$ cat src/rtl/status_flags_unit.sv
`default_nettype none
// ============================================================================
// Module   : status_flags_unit
// Brief    : NZCV status register with per-flag write mask, save/restore
//            stack and B.cond evaluator for the execute stage.
// Revision : 1.0  initial release
// ============================================================================
module status_flags_unit #(
    parameter int WIDTH       = 32,
    parameter int STACK_DEPTH = 4,
    parameter int FORWARD     = 0
) (
    input  logic                               clk,
    input  logic                               reset,
    input  logic                               negative_in,
    input  logic                               zero_in,
    input  logic                               carry_in,
    input  logic                               overflow_in,
    input  logic                               update_sreg,
    input  logic [3:0]                         flag_mask,
    input  logic                               push,
    input  logic                               pop,
    input  logic                               clear_err,
    input  logic [3:0]                         cond,
    output logic                               negative_out,
    output logic                               zero_out,
    output logic                               carry_out,
    output logic                               overflow_out,
    output logic [WIDTH-1:0]                   sreg,
    output logic                               cond_true,
    output logic [$clog2(STACK_DEPTH+1)-1:0]   stack_count,
    output logic                               stack_full,
    output logic                               stack_empty,
    output logic                               stack_ovf,
    output logic                               stack_unf
);

    localparam int              c_cnt_w = $clog2(STACK_DEPTH + 1);
    localparam logic [c_cnt_w-1:0] c_depth = c_cnt_w'(STACK_DEPTH);
    localparam logic [c_cnt_w-1:0] c_one   = c_cnt_w'(1);

    // Flags are held as {N,Z,C,V}
    logic [3:0]         r_flags;
    logic [c_cnt_w-1:0] r_count;
    logic               r_ovf;
    logic               r_unf;
    // Sized to the full index range so count-derived indices never go out of bounds
    logic [3:0]         r_stack [0:(2**c_cnt_w)-1];

    logic [3:0]         w_in_flags;
    logic [3:0]         w_upd_flags;
    logic [3:0]         w_next_flags;
    logic [3:0]         w_eval_flags;
    logic [c_cnt_w-1:0] w_next_count;
    logic [c_cnt_w-1:0] w_top_idx;
    logic [c_cnt_w-1:0] w_wr_idx;
    logic               w_stack_we;
    logic               w_set_ovf;
    logic               w_set_unf;
    logic               w_full;
    logic               w_empty;
    logic               w_n, w_z, w_c, w_v;

    assign w_in_flags  = {negative_in, zero_in, carry_in, overflow_in};
    assign w_upd_flags = update_sreg ? ((flag_mask & w_in_flags) | (~flag_mask & r_flags))
                                     : r_flags;
    assign w_full      = (r_count == c_depth);
    assign w_empty     = (r_count == '0);
    assign w_top_idx   = r_count - c_one;

    always_comb begin
        w_next_flags = w_upd_flags;
        w_next_count = r_count;
        w_stack_we   = 1'b0;
        w_wr_idx     = r_count;
        w_set_ovf    = 1'b0;
        w_set_unf    = 1'b0;
        if (pop && !w_empty) begin
            w_next_flags = r_stack[w_top_idx];
            if (push) begin
                // Swap: top takes the pre-edge flags, depth is unchanged
                w_stack_we = 1'b1;
                w_wr_idx   = w_top_idx;
            end else begin
                w_next_count = r_count - c_one;
            end
        end else if (push) begin
            if (!w_full) begin
                w_stack_we   = 1'b1;
                w_next_count = r_count + c_one;
            end else begin
                w_set_ovf = 1'b1;
            end
        end else if (pop) begin
            w_set_unf = 1'b1;
        end
    end

    always_ff @(posedge clk or posedge reset) begin
        if (reset) begin
            r_flags <= '0;
            r_count <= '0;
            r_ovf   <= 1'b0;
            r_unf   <= 1'b0;
        end else begin
            r_flags <= w_next_flags;
            r_count <= w_next_count;
            r_ovf   <= w_set_ovf | (r_ovf & ~clear_err);
            r_unf   <= w_set_unf | (r_unf & ~clear_err);
        end
    end

    always_ff @(posedge clk) begin
        if (w_stack_we) begin
            r_stack[w_wr_idx] <= r_flags;
        end
    end

    assign w_eval_flags = ((FORWARD != 0) && update_sreg && !pop && !reset) ? w_upd_flags
                                                                            : r_flags;
    assign {w_n, w_z, w_c, w_v} = w_eval_flags;

    always_comb begin
        cond_true = 1'b1;
        case (cond)
            4'd0:    cond_true = w_z;
            4'd1:    cond_true = !w_z;
            4'd2:    cond_true = w_c;
            4'd3:    cond_true = !w_c;
            4'd4:    cond_true = w_n;
            4'd5:    cond_true = !w_n;
            4'd6:    cond_true = w_v;
            4'd7:    cond_true = !w_v;
            4'd8:    cond_true = w_c & !w_z;
            4'd9:    cond_true = !(w_c & !w_z);
            4'd10:   cond_true = (w_n == w_v);
            4'd11:   cond_true = (w_n != w_v);
            4'd12:   cond_true = !w_z & (w_n == w_v);
            4'd13:   cond_true = !(!w_z & (w_n == w_v));
            default: cond_true = 1'b1;
        endcase
    end

    assign negative_out = r_flags[3];
    assign zero_out     = r_flags[2];
    assign carry_out    = r_flags[1];
    assign overflow_out = r_flags[0];
    assign stack_count  = r_count;
    assign stack_full   = w_full;
    assign stack_empty  = w_empty;
    assign stack_ovf    = r_ovf;
    assign stack_unf    = r_unf;

    generate
        if (WIDTH > 4) begin : g_sreg_pad
            assign sreg = {r_flags, {(WIDTH-4){1'b0}}};
        end else begin : g_sreg_bare
            assign sreg = r_flags;
        end
    endgenerate

endmodule
`default_nettype wire

$ cat config.mk
export PLATFORM = sky130hd
export DESIGN_NAME = status_flags_unit
export DESIGN_NICKNAME = d
export VERILOG_FILES = /design/src/rtl/status_flags_unit.sv
export SDC_FILE = /design/constraint.sdc
export NUM_CORES = 1
export LEC_CHECK = 0
export BUFFER_PORTS_ARGS = -buffer_cell sky130_fd_sc_hd__buf_2
export CORE_ASPECT_RATIO = 1.2
export CORE_MARGIN = 10
export CORE_UTILIZATION = 55
export DETAILED_ROUTE_END_ITERATION = 10
export GPL_ROUTABILITY_DRIVEN = 0
export PLACE_DENSITY_LB_ADDON = 0.1
export SETUP_SLACK_MARGIN = 0.3
export SKIP_LAST_GASP = 1
export SYNTH_ARGS = -nofsm -noshare
export SYNTH_HDL_FRONTEND = slang
export SYNTH_SLANG_ARGS = --single-unit
$ cat constraint.sdc
create_clock -name clk -period 3.63 [get_ports clk]
set_input_delay 0.363 -clock clk [delete_from_list [all_inputs] [get_ports clk]]
set_output_delay 0.363 -clock clk [all_outputs]
set_load 0.05 [all_outputs]
### Yosys cells after proc, flatten, opt, wreduce, memory -nomap -nowiden

Memory sizes are Yosys's and may differ from the RTL's.
Cells that the tools add are included.
Widths: inputs -> output; s select.

| storage, ports and cells | value |
|---|---|
| bits in registers | 9 |
| RAM bits | 32 |
| input port bits | 18 |
| word-level logic and storage cells | 70 |
| memories | 1 |

Memory list:

| memory | words | bits a word | read ports | clocked after memory_dff | write ports | line | RTL |
|---|---|---|---|---|---|---|---|
| r_stack | 8 | 4 | 1 | 0 | 1 | 48 | `logic [3:0] r_stack [0:(2**c_cnt_w)-1];` |

| operators by class | value |
|---|---|
| add/sub/neg operators | 2 |
| eq/ne operators | 18 |
| muxes and demuxes | 21 |
| bitwise gates (word level) | 11 |
| reduce and logical (&&, ||, !) cells | 13 |

Operators with widths:

| kind | number |
|---|---|
| $eq 4x4->1 const B | 6 |
| $mux 3 | 6 |
| $eq 4x3->1 const B | 4 |
| $pmux 1 s14 | 1 |
| $mux 1 | 12 |
| $and 4x4->4 | 2 |
| $eq 4x2->1 const B | 2 |
| $mux 4 | 2 |
| $logic_not 1->1 | 7 |
| $and 1x1->1 | 4 |
| $eq 4x1->1 const B | 1 |
| $logic_not 4->1 | 1 |
| $not 4->4 | 1 |
| $or 4x4->4 | 1 |
| $reduce_bool 2->1 | 2 |
| $add 3x1->3 const B | 1 |
| $eq 3x3->1 const B | 1 |
| $logic_not 3->1 | 1 |
| $reduce_and 3->1 | 1 |
| $sub 3x1->3 const B | 1 |
| $ne 2x1->1 const B | 1 |
| $ne 2x2->1 const B | 1 |
| $or 1x1->1 | 2 |
| $eq 1x1->1 | 1 |
| 3 further kinds | 3 |

### Logic depth before layout (Yosys ltp)

| logic depth | value |
|---|---|
| word-level depth | 6 |
| mapped depth | 9 |
| mapped depth without buffers | 7 |

### Worst setup path before layout

Ideal clock, no wire load.

| path | value |
|---|---|
| path kind | reg-to-reg |
| from | reg r_count[0] (netlist: stack_count[0]) |
| to | mem r_stack[0][0], enable pin |
| setup time | 0.361 ns |
| arrival | 2.200 ns |
| required time | 3.269 ns |
| setup slack | 1.069 ns |
| stages on the path, launching flop included | 10 |
| period minus slack after synthesis | 2.561 ns |
| cell sequence | dfrtp_1 inv_1 buf_2 ha_1 buf_2 nand2b_4 inv_2 o21ai_1 o21ai_1 nor3_1 |

| between the ends | value |
|---|---|
| word-level cells in the longest chain between the ends | 6 |
| elaborated cells on any way between the ends | 12 |
| those cells by class | 1 x add/sub; 1 x eq/ne; 7 x mux; 3 x reduce/logical |

RTL lines:

| element | line | RTL |
|---|---|---|
| start: declaration | 44 | `logic [c_cnt_w-1:0] r_count;` |
| start signal: assignment | 107 | `r_count <= w_next_count;` |
| $logic_not 3->1 (*) | 68 | `assign w_empty = (r_count == '0);` |
| via stack_empty | 33 | `output logic stack_empty,` |
| $logic_not 1->1 (*) | 78 | `if (pop && !w_empty) begin` |
| $logic_and 1x1->1 (*) | 78 |  |
| $mux 1 | 78 |  |
| $mux 1 | 114 | `if (w_stack_we) begin` |
| $mux 1 (implied by the code) | 115 | `r_stack[w_wr_idx] <= r_flags;` |
| end: declaration | 48 |  |

The timed path passes the listed nets; every way through them passes the cells marked *.

### Final worst setup path

| path | value |
|---|---|
| from | reg r_count[0] (netlist: stack_count[0]) |
| to | mem r_stack[4][2], enable pin |

| between the ends | value |
|---|---|
| word-level cells in the longest chain between the ends | 6 |
| elaborated cells on any way between the ends | 12 |
| those cells by class | 1 x add/sub; 1 x eq/ne; 7 x mux; 3 x reduce/logical |

RTL lines:

| element | line |
|---|---|
| $eq 3x3->1 or $logic_not 3->1 (tied branches) | 67, 68 |
| $mux 1 or $logic_not 1->1 (tied branches) | 88, 78 |
| $mux 1 or $logic_and 1x1->1 (tied branches) | 87, 78 |
| $mux 1 | 78 |
| $mux 1 | 114 |
| $mux 1 (implied by the code) | 115 |

Several ways; a longest one is shown, not always the timed one.

==> metrics.txt <==
# port buffers=33; Reg area=1186 um2; Syn Area/Cell=10.97 um2; routed via count=1611; clk_lat worst skew=310 ps; Placed Cells=291; EDFF count, synth=32; number of synthesis warnings=0; Slowest-stage cell, CP=dfrtp_1; Post-synth ARST share=0.2195; num rows=26; fillers=374; CP startpoint kind=flop; routed wire length=between 4 and 5 mm; cell taking the most area after synthesis=edfxtp_1; die area=7372 um2; setup TNS=0 ps; First-pass DRT Iterations=5; Residual DRC=0; worst path cell trace=inv_1 -> ha_1 -> nand2b_1 -> and3_1 -> o21ai_0 -> nor3_1; CTS buffer count=5; # Max-Cap Violations=0; part of the power in registers=0.333; Pleak=1.069 nW; sequential share of the synthesized area=0.4982; Min Hold Slack=9.931 ps; Clock Sinks=41; Die Span Y=92.08 um; vias in the first global route=1658; nets=263; NetSw=0.001172 W; Tmin final=2778 ps; Clock Skews=17.22 ps; Switching Share=0.4663; critical path class=flop to flop; final worst setup slack=between 800 and 900 ps; initial antenna violation count=0; Final Non-Filler Cells=299; GRT Residual Overflow=0; status=completed; DR WL/cell=16.71 um; final max-slew violation count=0; layout cell share with drive strength beyond 1=0.1975; ys flop type=edfxtp_1; top cells by area, synth=edfxtp_1 40%, buf_4 10%, mux2i_1 9.7%; CTS max path bufs=2; dpl ws=905.4 ps; max incr delay on CP=between 500 and 600 ps; CP arrival=2710 ps; Worst Setup End Kind=flop; Synth cell types=39; die width=~80 um; Crit Path Max Fanout=13; area of the multi-input gates=963.4 um2; worst-margin pin slew=between 500 and 600 ps; Core ar.=4229 um2; Max VDD drop=550.1 uV; synthesized area=between 2000 and 2500 um2; final hold violations=0; Area Growth Syn to Fin=7.357%; Setup-failing EPs final=0; final period utilization=0.7653; Initial Utilization=0.5630; number of setup buffers added after CTS=0; Total GRT Usage=0.1365; CTS Hold Bufs=0; CTS tree=done; Hold/Removal Path Class=input port to asynchronous set/reset pin; Int Power=between 0.001 and 0.0015 W; Antenna Cells=0; combinational share of power=0.496; DRT iter0 DRCs=64; synthesized instance count=approximately 220; largest net degree at the start of global routing=17; Required @ worst endpoint=3560 ps; unrepaired setup endpoints after global routing=false; Via density=5.388; boundary pin count=62; clock power share=0.171; first-pass GRT wire length=7.893 mm; hpwl dp=about 3.7 mm; H-tree levels=2; antenna-violating nets left=0; Clock Pin Slew Worst Setup and Hold Paths=~90 ps; register bit total from synthesis=a little over 40; clock root buffer master=clkbuf_8; f_max=360.0 MHz; post-CTS resize count=0; pwr dens=983.4 nW/um2; max_slew headroom=0.6031; Synth top area share=0.4036
[kinds of logic (layout without fill, tap and decap cells)]
family          Yosys count  after routing  synth area share
fa+ha+maj                 3              3           0.01577
buf+inv                  51             50            0.1398
other cells               1             28          0.001575
flops                    41             41            0.4982
xor+xnor                  5              5           0.02470
mux                      23             23           0.09669
simple gates             58             58            0.1251
compound gates           35             35           0.09826
[sequential cells by signal (all words and copies together) (netlist names), named ones only]
| name | count |
|---|---|
| r_stack | 32 |
| stack_count | 3 |
| stack_ovf | 1 |
| stack_unf | 1 |
[per-layer routing]
metal,track usage,part of all wire,vias up
met2,0.2386,0.52,52
met1,0.1450,0.38,767
li1,-,-,783
met5,0,0,-
met3,0.03516,0.076,9
met4,0.07206,0.025,0
[worst paths after layout]
check,from,slack (ps),cells past startpoint,to
worst max-delay path,stack_count[0],850,6,r_stack[4][2]
worst min-delay path,reset,10,2,stack_unf
worst max register to register,stack_count[0],850,6,r_stack[4][2]
worst min register to register,stack_ovf,500,1,stack_ovf
max in group asynchronous,reset,3340,2,asynchronous set/reset pin
min in group clk,clear_err,320,3,stack_unf
[per-stage QoR]
| step | cell area, um2 | total power [W] | utilization |
|---|---|---|---|
| 2_1_floorplan | 2482 | 0.001864 | - |
| 3_5_place_dp | 2422 | 0.002096 | 0.5728 |
| 6_report | 2556 | 0.002514 | 0.6044 |
| 3_3_place_gp | 2422 | 0.002093 | 0.5728 |
| 4_1_cts | 2556 | 0.002522 | 0.6044 |
| 5_1_grt | 2556 | 0.002656 | 0.6044 |
[cell usage after synthesis (3+ instances only)]
| master | n |
|---|---|
| a21oi_1 | 11 |
| inv_1 | 7 |
| a41oi_1 | 4 |
| nand3_1 | 20 |
| nor3_1 | 12 |
| edfxtp_1 | 32 |
| dfrtp_1 | 9 |
| nor2_1 | 4 |
| ha_1 | 3 |
| xnor2_1 | 3 |
| o21ai_0 | 5 |
| buf_2 | 7 |
| buf_4 | 33 |
| mux2i_1 | 23 |
| nand2_1 | 13 |
| a211oi_1 | 3 |
[area by class of cell]
class                      instances  area share
timing repair buffer              34     0.06755
multi-input combinational        152      0.3769
inverter                           8     0.01175
tap                               56     0.02741
clock inverter                     3     0.02545
sequential                        41      0.4640
clock buffer                       5     0.02692
[critical path, delay by kind of cell (launching register included)]
kind | cells | cell delay [ps]
DFF | 1 | 530
adders and majority gates | 1 | 440
AOI/OAI and AO/OA | 1 | 210
buffers and inverters | 1 | 380
and+or+nand+nor | 3 | 850
[placed cells by master, fill, tap and decap left out, drive strengths merged, types with 4 or more instances in the layout]
| cell type | n |
|---|---|
| o21ai | 7 |
| a41oi | 4 |
| nand3 | 20 |
| inv | 8 |
| mux2i | 23 |
| clkbuf | 5 |
| conb | 28 |
| nor3 | 12 |
| xnor2 | 4 |
| edfxtp | 32 |
| buf | 34 |
| a21oi | 11 |
| dfrtp | 9 |
| nor2 | 4 |
| nand2 | 13 |
[power by group through the flow]
stage | combinational, W | sequential (W) | clock (W)
after floorplan | 0.000950 | 0.000914 | 0
after global placement | 0.00124 | 0.000848 | 0
after detailed placement | 0.00125 | 0.000850 | 0
after CTS | 0.00125 | 0.000839 | 0.000433
after global routing | 0.00134 | 0.000867 | 0.000454
final | 0.00125 | 0.000837 | 0.000431
Note: power is estimated with default switching activity, not from simulation.
